`config.mk`:
```
export PLATFORM = sky130hd
export DESIGN_NAME = stream_rr_arbiter
export DESIGN_NICKNAME = d
export VERILOG_FILES = /design/src/rtl/stream_arb_pkg.sv /design/src/rtl/stream_rr_arbiter_rr_pick.sv /design/src/rtl/stream_rr_arbiter.sv
export SDC_FILE = /design/constraint.sdc
export NUM_CORES = 1
export LEC_CHECK = 0
export CAP_MARGIN = 25
export CORE_MARGIN = 2
export CORE_UTILIZATION = 38
export CTS_CLUSTER_DIAMETER = 150
export CTS_CLUSTER_SIZE = 14
export DETAILED_ROUTE_END_ITERATION = 8
export GPL_TIMING_DRIVEN = 0
export PLACE_DENSITY = 0.94
export REMOVE_ABC_BUFFERS = 1
export SLEW_MARGIN = 30
export SYNTH_ARGS = -nofsm -noshare
export SYNTH_HDL_FRONTEND = slang
export SYNTH_SLANG_ARGS = --single-unit
```
`constraint.sdc`:
```
create_clock -name clk -period 3.7 [get_ports clk]
set_input_delay 0.37 -clock clk [delete_from_list [all_inputs] [get_ports clk]]
set_output_delay 0.37 -clock clk [all_outputs]
set_load 0.01 [all_outputs]
```
`src/rtl/stream_arb_pkg.sv`:
```
// ============================================================================
// Module      : stream_arb_pkg
// Description : Shared types, constants and helpers for the round-robin
//               stream arbiter.
// Revision    : 1.0 - initial release
// ============================================================================
`default_nettype none

package stream_arb_pkg;

    typedef enum logic {
        ARB_IDLE = 1'b0,
        ARB_BUSY = 1'b1
    } arb_state_t;

    localparam int CNT_W = 16;

    function automatic int rr_next(input int ptr, input int n);
        return (ptr + 1 >= n) ? 0 : ptr + 1;
    endfunction

endpackage

`default_nettype wire

```
`src/rtl/stream_rr_arbiter_rr_pick.sv`:
```
// ============================================================================
// Module      : rr_pick
// Description : Combinational round-robin picker: first set request bit at or
//               after ptr, wrapping modulo NUM_REQ.
// Revision    : 1.0 - initial release
// ============================================================================
`default_nettype none

module rr_pick
    import stream_arb_pkg::*;
#(
    parameter int NUM_REQ = 4
) (
    input  logic [NUM_REQ-1:0]         req,
    input  logic [$clog2(NUM_REQ)-1:0] ptr,
    output logic                       any,
    output logic [$clog2(NUM_REQ)-1:0] idx
);

    localparam int                 c_idx_w = $clog2(NUM_REQ);
    localparam logic [c_idx_w-1:0] c_last  = c_idx_w'(NUM_REQ - 1);

    logic [c_idx_w-1:0] w_k;

    always_comb begin
        any = 1'b0;
        idx = '0;
        w_k = ptr;
        for (int i = 0; i < NUM_REQ; i++) begin
            if (!any && req[w_k]) begin
                any = 1'b1;
                idx = w_k;
            end
            w_k = (w_k == c_last) ? '0 : w_k + 1'b1;
        end
    end

endmodule

`default_nettype wire

```
`src/rtl/stream_rr_arbiter.sv`:
```
// ============================================================================
// Module      : stream_rr_arbiter
// Description : Packet-locked round-robin arbiter sharing one valid/ready byte
//               stream among NUM_REQ requesters, with a beat watchdog.
//               Optional per-requester packet counters: STREAM_ARB_STATS_EN.
// Revision    : 1.0 - initial release
// ============================================================================
`default_nettype none

module stream_rr_arbiter
    import stream_arb_pkg::*;
#(
    parameter int NUM_REQ   = 4,
    parameter int DATA_W    = 8,
    parameter int MAX_BEATS = 16
) (
    input  logic                        clk,
    input  logic                        rst,
    input  logic [NUM_REQ-1:0]          req_valid,
    input  logic [NUM_REQ-1:0]          req_last,
    input  logic [NUM_REQ*DATA_W-1:0]   req_data,
    output logic [NUM_REQ-1:0]          req_ready,
    output logic                        out_valid,
    output logic [DATA_W-1:0]           out_data,
    output logic                        out_last,
    input  logic                        out_ready,
    output logic [$clog2(NUM_REQ)-1:0]  grant_idx,
    output logic                        busy,
    output logic                        overrun,
    output logic [NUM_REQ*CNT_W-1:0]    grant_count
);

    localparam int                  c_idx_w    = $clog2(NUM_REQ);
    localparam int                  c_bcnt_w   = $clog2(MAX_BEATS + 1);
    localparam logic [c_bcnt_w-1:0] c_beat_lim = c_bcnt_w'(MAX_BEATS - 1);

    arb_state_t          r_state;
    logic [c_idx_w-1:0]  r_rr_ptr;
    logic [c_idx_w-1:0]  r_grant_idx;
    logic [c_bcnt_w-1:0] r_beat_cnt;
    logic                r_overrun;

    logic                w_any;
    logic [c_idx_w-1:0]  w_pick_idx;
    logic                w_busy;
    logic                w_beat;
    logic                w_limit;
    logic                w_pkt_end;
    logic [DATA_W-1:0]   w_req_data [NUM_REQ];

    generate
        for (genvar i = 0; i < NUM_REQ; i++) begin : g_unpack
            assign w_req_data[i] = req_data[i*DATA_W +: DATA_W];
        end
    endgenerate

    rr_pick #(
        .NUM_REQ (NUM_REQ)
    ) u_pick (
        .req (req_valid),
        .ptr (r_rr_ptr),
        .any (w_any),
        .idx (w_pick_idx)
    );

    assign w_busy = (r_state == ARB_BUSY);

    // Owner passthrough; everything reads as zero outside a packet
    always_comb begin
        out_valid = 1'b0;
        out_data  = '0;
        out_last  = 1'b0;
        req_ready = '0;
        if (w_busy) begin
            out_valid              = req_valid[r_grant_idx];
            out_data               = w_req_data[r_grant_idx];
            out_last               = req_last[r_grant_idx];
            req_ready[r_grant_idx] = out_ready;
        end
    end

    assign w_beat    = out_valid & out_ready;
    assign w_limit   = (r_beat_cnt == c_beat_lim);
    assign w_pkt_end = w_beat & (out_last | w_limit);

    always_ff @(posedge clk or posedge rst) begin
        if (rst) begin
            r_state     <= ARB_IDLE;
            r_rr_ptr    <= '0;
            r_grant_idx <= '0;
            r_beat_cnt  <= '0;
            r_overrun   <= 1'b0;
        end else begin
            r_overrun <= 1'b0;
            case (r_state)
                ARB_IDLE: begin
                    if (w_any) begin
                        r_grant_idx <= w_pick_idx;
                        r_state     <= ARB_BUSY;
                    end
                end
                ARB_BUSY: begin
                    if (w_pkt_end) begin
                        r_state    <= ARB_IDLE;
                        r_rr_ptr   <= c_idx_w'(rr_next(int'(r_grant_idx), NUM_REQ));
                        r_beat_cnt <= '0;
                        // A last beat landing on the limit is a normal end
                        r_overrun  <= ~out_last;
                    end else if (w_beat) begin
                        r_beat_cnt <= r_beat_cnt + 1'b1;
                    end
                end
            endcase
        end
    end

    assign grant_idx = r_grant_idx;
    assign busy      = w_busy;
    assign overrun   = r_overrun;

`ifdef STREAM_ARB_STATS_EN
    logic [CNT_W-1:0] r_grant_cnt [NUM_REQ];

    always_ff @(posedge clk or posedge rst) begin
        if (rst) begin
            for (int i = 0; i < NUM_REQ; i++) begin
                r_grant_cnt[i] <= '0;
            end
        end else if (w_pkt_end && (r_grant_cnt[r_grant_idx] != '1)) begin
            r_grant_cnt[r_grant_idx] <= r_grant_cnt[r_grant_idx] + 1'b1;
        end
    end

    generate
        for (genvar i = 0; i < NUM_REQ; i++) begin : g_cnt_out
            assign grant_count[i*CNT_W +: CNT_W] = r_grant_cnt[i];
        end
    endgenerate
`else
    assign grant_count = '0;
`endif

endmodule

`default_nettype wire
```
==> reports/metrics.cfg, run 1 <==
[status]
status=finished clean

[sta]
final-max-slew-violation-count=0
finalSetupTns_ps=0
slew_headroom=0.472
post-route-period-util=0.758
worst_hold_slack_ps=424
worst_clock_skew_ps=2.32
timing_worst_slew_pin_value_ps=793
fin_crit_ps=2810
hold_viol_final=0
highest_clock_frequency_the_design_can_meet_mhz=356
worst_slack_ps=895
setup_repair_after_global_routing_missed_its_margin=no
setup_viol=0

[synthesis]
post_synth_mux_area_share=0.187
synth_cell_type_count=45
ys_seq_elements=11
syn-cell-area_um2=1720
yosys_warnings=0
avgSynthCellArea_um2=8.92
synthFlopType=dfrtp_1
synth_enable_flop_cells=0
synth-compound-area-share=0.122
synth-simple-area-share=0.148
synth_top_family_by_area=buffers and inverters
seq_area_frac_synth=0.160
yosys.area_share.xor_xnor=0.00509
synthesis.instances=193
synth-async-reset-ratio=1.00
synth-adder-area-share=0.0509

[drt]
detail_route.drc_violations=0
drt_wl_total_um=3810
final_antenna_net_count=0
num_vias=1435
vias_per_cell=4.82
detail_route.iter0.violations=81
routed_wire_length_per_instance_um=12.8
drt_first_pass_iters=4

[final_layout]
final_net_count=297
layout.filler_cells=375
layout_common_cells=64 x conb_1, 60 x clkdlybuf4s50_1, 11 x mux4_2, 11 x dfrtp_1, 10 x and2_1
post_route_cells_drive_above_1_share=0.0935
antennaDiodeCount=0
instances_no_fill=298
layout_commonest_cell=conb_1
layout-area-overhead-vs-synth_pct=24.4

[clock_network]
path_clk_slew_ps=50
clock_latency_on_the_worst_skew_pair_ps=250
tritoncts.num_buffers=3
clock_tree_from_tritoncts=done
ctsHtreeMaxLevel=1
cts-resized-gates=0
cts_post_setup_buffers_inserted=0
clockBufferDepth=2
cts.sinks=11
cts_hold_buffers=0
cts.root.buffer_cell=clkbuf_8

[critical_path]
path_class=flip-flop to output port
worstReg2RegStart=r_rr_ptr[0]
timing.rr.end=grant_idx[1]
worstSetupEndpointType=output port
critPathLaunchType=flip-flop
crit_required_ps=3330
setup.reg_to_reg.worst_slack_ps=1160
cp_max_fo=16
r2r.worst_path.cells=6
crit_arrival_ps=2440

[placement]
post-place-ws_ps=1150
numPlacedInstances=294
final_hpwl_dp_um=3080
rd_place_congestion=0.935
place.port_buffers=60

[floorplan]
die_h_um=71.3
rows=24
design.die.area_um2=5090
top_level_ports=125
core_area_um2=4350
die_width_um=71.3
initial_utilization=0.395

[power]
p_per_cell_area_nw_per_um2=622
leakage_nw=0.978
vdd_drop_max_mv=0.192

[worst_hold_path]
worstHoldPathType=input pin to asynchronous set/reset pin

[grt]
grt_max_degree=22
grt_util_all_layers=0.140
grt_pass1_wl_um=5750
grt_pass1_vias=1223
gr-total-overflow=0
grt_antenna_before_repair=0

[flow_run]
maxCapViolations=0

-- power by group --
part / internal [mW] / switching (mW)
clock network: 0.0759 / 0.0478
logic: 0.523 / 0.386
registers: 0.162 / 0.139
total: 0.760 / 0.573
-- worst max-delay path: stages (launching register included) --
cell             delay, ps
dfrtp_1                850
mux4_2                 660
and2_1                 200
clkdlybuf4s50_1        480
-- worst max path at each step --
stage,startpoint,end,slack [ps],cells after the start
floorplan,r_rr_ptr[0],grant_idx[1],1500,6
global placement,grant_idx[0],out_last,1170,3
detailed placement,grant_idx[0],out_last,1150,3
CTS,grant_idx[0],out_last,870,3
global route,grant_idx[0],out_last,770,3
finish,grant_idx[0],out_last,890,3
-- cell families (layout without fill, tap and decap cells) --
group           Yosys count  count (layout)
compound gates           27              27
xor+xnor                  1               1
fa+ha+maj                 7               7
buf+inv                  83              73
flops                    11              11
mux                      18              18
other cells               1              64
simple gates             45              45
-- synth_stat cells, types with 2 or more instances --
master / instances / area [um2]
buf_1: 2 / 7.51
inv_1: 9 / 33.8
nor2_1: 7 / 26.3
a21o_1: 2 / 15.0
nand2_1: 9 / 33.8
o31ai_1: 3 / 22.5
mux4_2: 11 / 248
clkbuf_1: 3 / 11.3
ha_1: 7 / 87.6
a21oi_1: 4 / 20.0
or2_2: 2 / 12.5
nor2b_1: 2 / 12.5
dfrtp_1: 11 / 275
o21ai_1: 3 / 15.0
buf_2: 4 / 20.0
a311oi_1: 2 / 17.5
and3_1: 7 / 43.8
buf_4: 65 / 488
mux2i_1: 4 / 40.0
and2_1: 10 / 62.6
mux2_2: 2 / 22.5
-- per-stage QoR --
step | total power, mW | instance area, um2 | utilization
floorplan | 0.853 | 1430 | -
global placement | 1.17 | 2100 | 0.482
detailed placement | 1.21 | 2100 | 0.482
CTS | 1.34 | 2140 | 0.492
global route | 1.43 | 2140 | 0.492
finish | 1.33 | 2140 | 0.492
-- registers in the layout (all words and copies together) (netlist names) --
| name | count |
|---|---|
| r_beat_cnt | 5 |
| grant_idx | 2 |
| r_rr_ptr | 2 |
| busy | 1 |
| overrun | 1 |
-- cell type report --
class / count / area, um2 / share of cell area
Sequential cell: 11 / 275 / 0.129
Timing Repair Buffer: 60 / 601 / 0.280
Inverter: 9 / 33.8 / 0.0158
Clock buffer: 4 / 45.0 / 0.0210
Tap cell: 52 / 65.1 / 0.0304
Multi-Input combinational cell: 162 / 1120 / 0.524
-- layer usage --
layer,wire (um),GRT usage
met1,1270,0.149
met3,412,0.0352
met2,2050,0.264
met5,0,0
met4,71,0.0503
Note: power is estimated with default switching activity, not from simulation.
==> run 2, diff against run 1 <==
- CORE_UTILIZATION: 38 -> 32
- PLACE_DENSITY: 0.94 -> 0.85
- clock period: 3.7 -> 2.3 ns (I/O delays scaled with it)
==> run 2 against run 1 <==
Against the previous run:
- cell area rose by 3.2%
- die area grew 18%
- largest cell class unchanged
- sequential power grew 63%
- total power rose by 68%
==> reports/metrics.cfg, run 2 (synthesized netlist as in run 1, its figures left out) <==
[critical_path]
setup.reg_to_reg.worst_slack_ps=120
slowest_stage=dfrtp_4
crit_arrival_ps=1990
timing.critical_path.cells=mux4_2 -> and2_1 -> clkdlybuf4s50_1
timing.rr.end=grant_idx[1]
r2r.worst_path.cells=6
max_stage_delay_ps=560
cp_max_fo=13
critPathLaunchType=flip-flop
worstReg2RegStart=r_rr_ptr[0]
worstSetupEndpointType=output port
worst_setup_path_endpoint=out_data[7]
crit_required_ps=2070
path_class=flip-flop to output port
worst_setup_path_startpoint=grant_idx[0]

[sta]
worst_slack_ps=83.0
hold_viol_final=0
worst_hold_slack_ps=282
worst_clock_skew_ps=4.64
setup_repair_after_global_routing_missed_its_margin=no
timing_worst_slew_pin_value_ps=593
post-route-period-util=0.964
finalSetupTns_ps=0
highest_clock_frequency_the_design_can_meet_mhz=451
fin_crit_ps=2220
final-max-slew-violation-count=0
slew_headroom=0.605
setup_viol=0

[drt]
wl_met2_um=2020
final_antenna_net_count=0
num_vias=1429
drt_wl_total_um=3890
routed.top_layer=met4
wl_met3_um=382
detail_route.drc_violations=0
drt_first_pass_iters=4
detail_route.iter0.violations=103
route.layer.met1.wl_um=1410
routed_wire_length_per_instance_um=12.2
vias_per_cell=4.48

[clock_network]
cts.sinks=11
cts_hold_buffers=0
clock_latency_on_the_worst_skew_pair_ps=250
tritoncts.num_buffers=3
path_clk_slew_ps=50
clockBufferDepth=2
ctsHtreeMaxLevel=1
cts.root.buffer_cell=clkbuf_8
clock_tree_from_tritoncts=done

[power]
proportion_of_total_power_due_to_net_switching=0.424
portion_of_total_power_attributed_to_the_clock_network=0.089
switchingPower_uw=948
p_comb_frac=0.692
vdd_drop_max_mv=0.310
leakage_nw=0.994
sequentialPowerShare=0.219
p_per_cell_area_nw_per_um2=1010
internal-power_mw=1.29

[final_layout]
antennaDiodeCount=0
layout-area-overhead-vs-synth_pct=28.3
post_route_cells_drive_above_1_share=0.124
layout_common_cells=64 x conb_1, 58 x clkdlybuf4s50_1, 11 x mux4_2
layout_commonest_cell=conb_1
max_flop_register=r_beat_cnt
largest_register_ffs=5
final_net_count=300

[placement]
place.port_buffers=60
rd_place_congestion=0.842
final_hpwl_dp_um=3040
post-place-ws_ps=-177

[grt]
grt_max_degree=22
grt_antenna_before_repair=0
grt_pass1_vias=1243
grt_util_all_layers=0.118
gr-total-overflow=0
grt_pass1_wl_um=5740

[worst_hold_path]
worstHoldPathType=input pin to asynchronous set/reset pin

[flow_run]
maxCapViolations=0

[status]
status=finished clean

[floorplan]
design.die.area_um2=5980
core_area_um2=5140
die_h_um=77.4
initial_utilization=0.335
die_width_um=77.4
top_level_ports=125
rows=26

-- run 2: through the flow --
| stage | util | std cells | instance area, um2 | power (mW) |
|---|---|---|---|---|
| after floorplan | - | 182 | 1430 | 1.37 |
| after global placement | 0.412 | 312 | 2120 | 1.90 |
| after CTS | 0.427 | 318 | 2200 | 2.22 |
| after global routing | 0.430 | 319 | 2210 | 2.41 |
| after detailed placement | 0.412 | 312 | 2120 | 1.95 |
| final | 0.430 | 319 | 2210 | 2.24 |
-- run 2: how the worst min path moves through the flow --
stage                    end  slack, ps  cells after the start
5_1_grt          r_rr_ptr[1]        340                      2
6_report             overrun        280                      2
3_3_place_gp   r_beat_cnt[4]        470                      2
4_1_cts        r_beat_cnt[0]        290                      2
2_1_floorplan           busy         80                      1
3_5_place_dp   r_beat_cnt[4]        480                      2
-- run 2: layout make-up --
| type | instances | area [um2] |
|---|---|---|
| repair buffers | 63 | 621 |
| clock buffers | 4 | 45.0 |
| multi-input cells | 162 | 1140 |
| well taps | 70 | 87.6 |
| inverters | 9 | 33.8 |
| flip-flops and latches | 11 | 282 |
| fillers | 517 | 2930 |
-- run 2: power by group through the flow --
stage                     Combinational (mW)  Sequential (mW)  Clock (mW)
final                                   1.55            0.490       0.199
after global placement                  1.41            0.489           0
after CTS                               1.51            0.499       0.205
after global routing                    1.68            0.521       0.212
after detailed placement                1.46            0.494           0
after floorplan                        0.938            0.435           0
-- run 2: metal layers --
layer	up-vias	track usage
li1	658	-
met1	669	0.128
met2	95	0.220
met3	7	0.0256
met4	0	0.0518
met5	-	0
-- run 2: what timing repair did --
item                                    in CTS  in global routing
resized for setup                            8                  1
setup buffers                                2                  1
endpoints found under the setup margin      20                  2
-- run 2: worst max-delay path, delay by kind of cell (launching register included) --
kind | cells | cell delay [ps]
flops | 1 | 560
mux | 1 | 530
buf+inv | 1 | 470
simple gates | 1 | 180
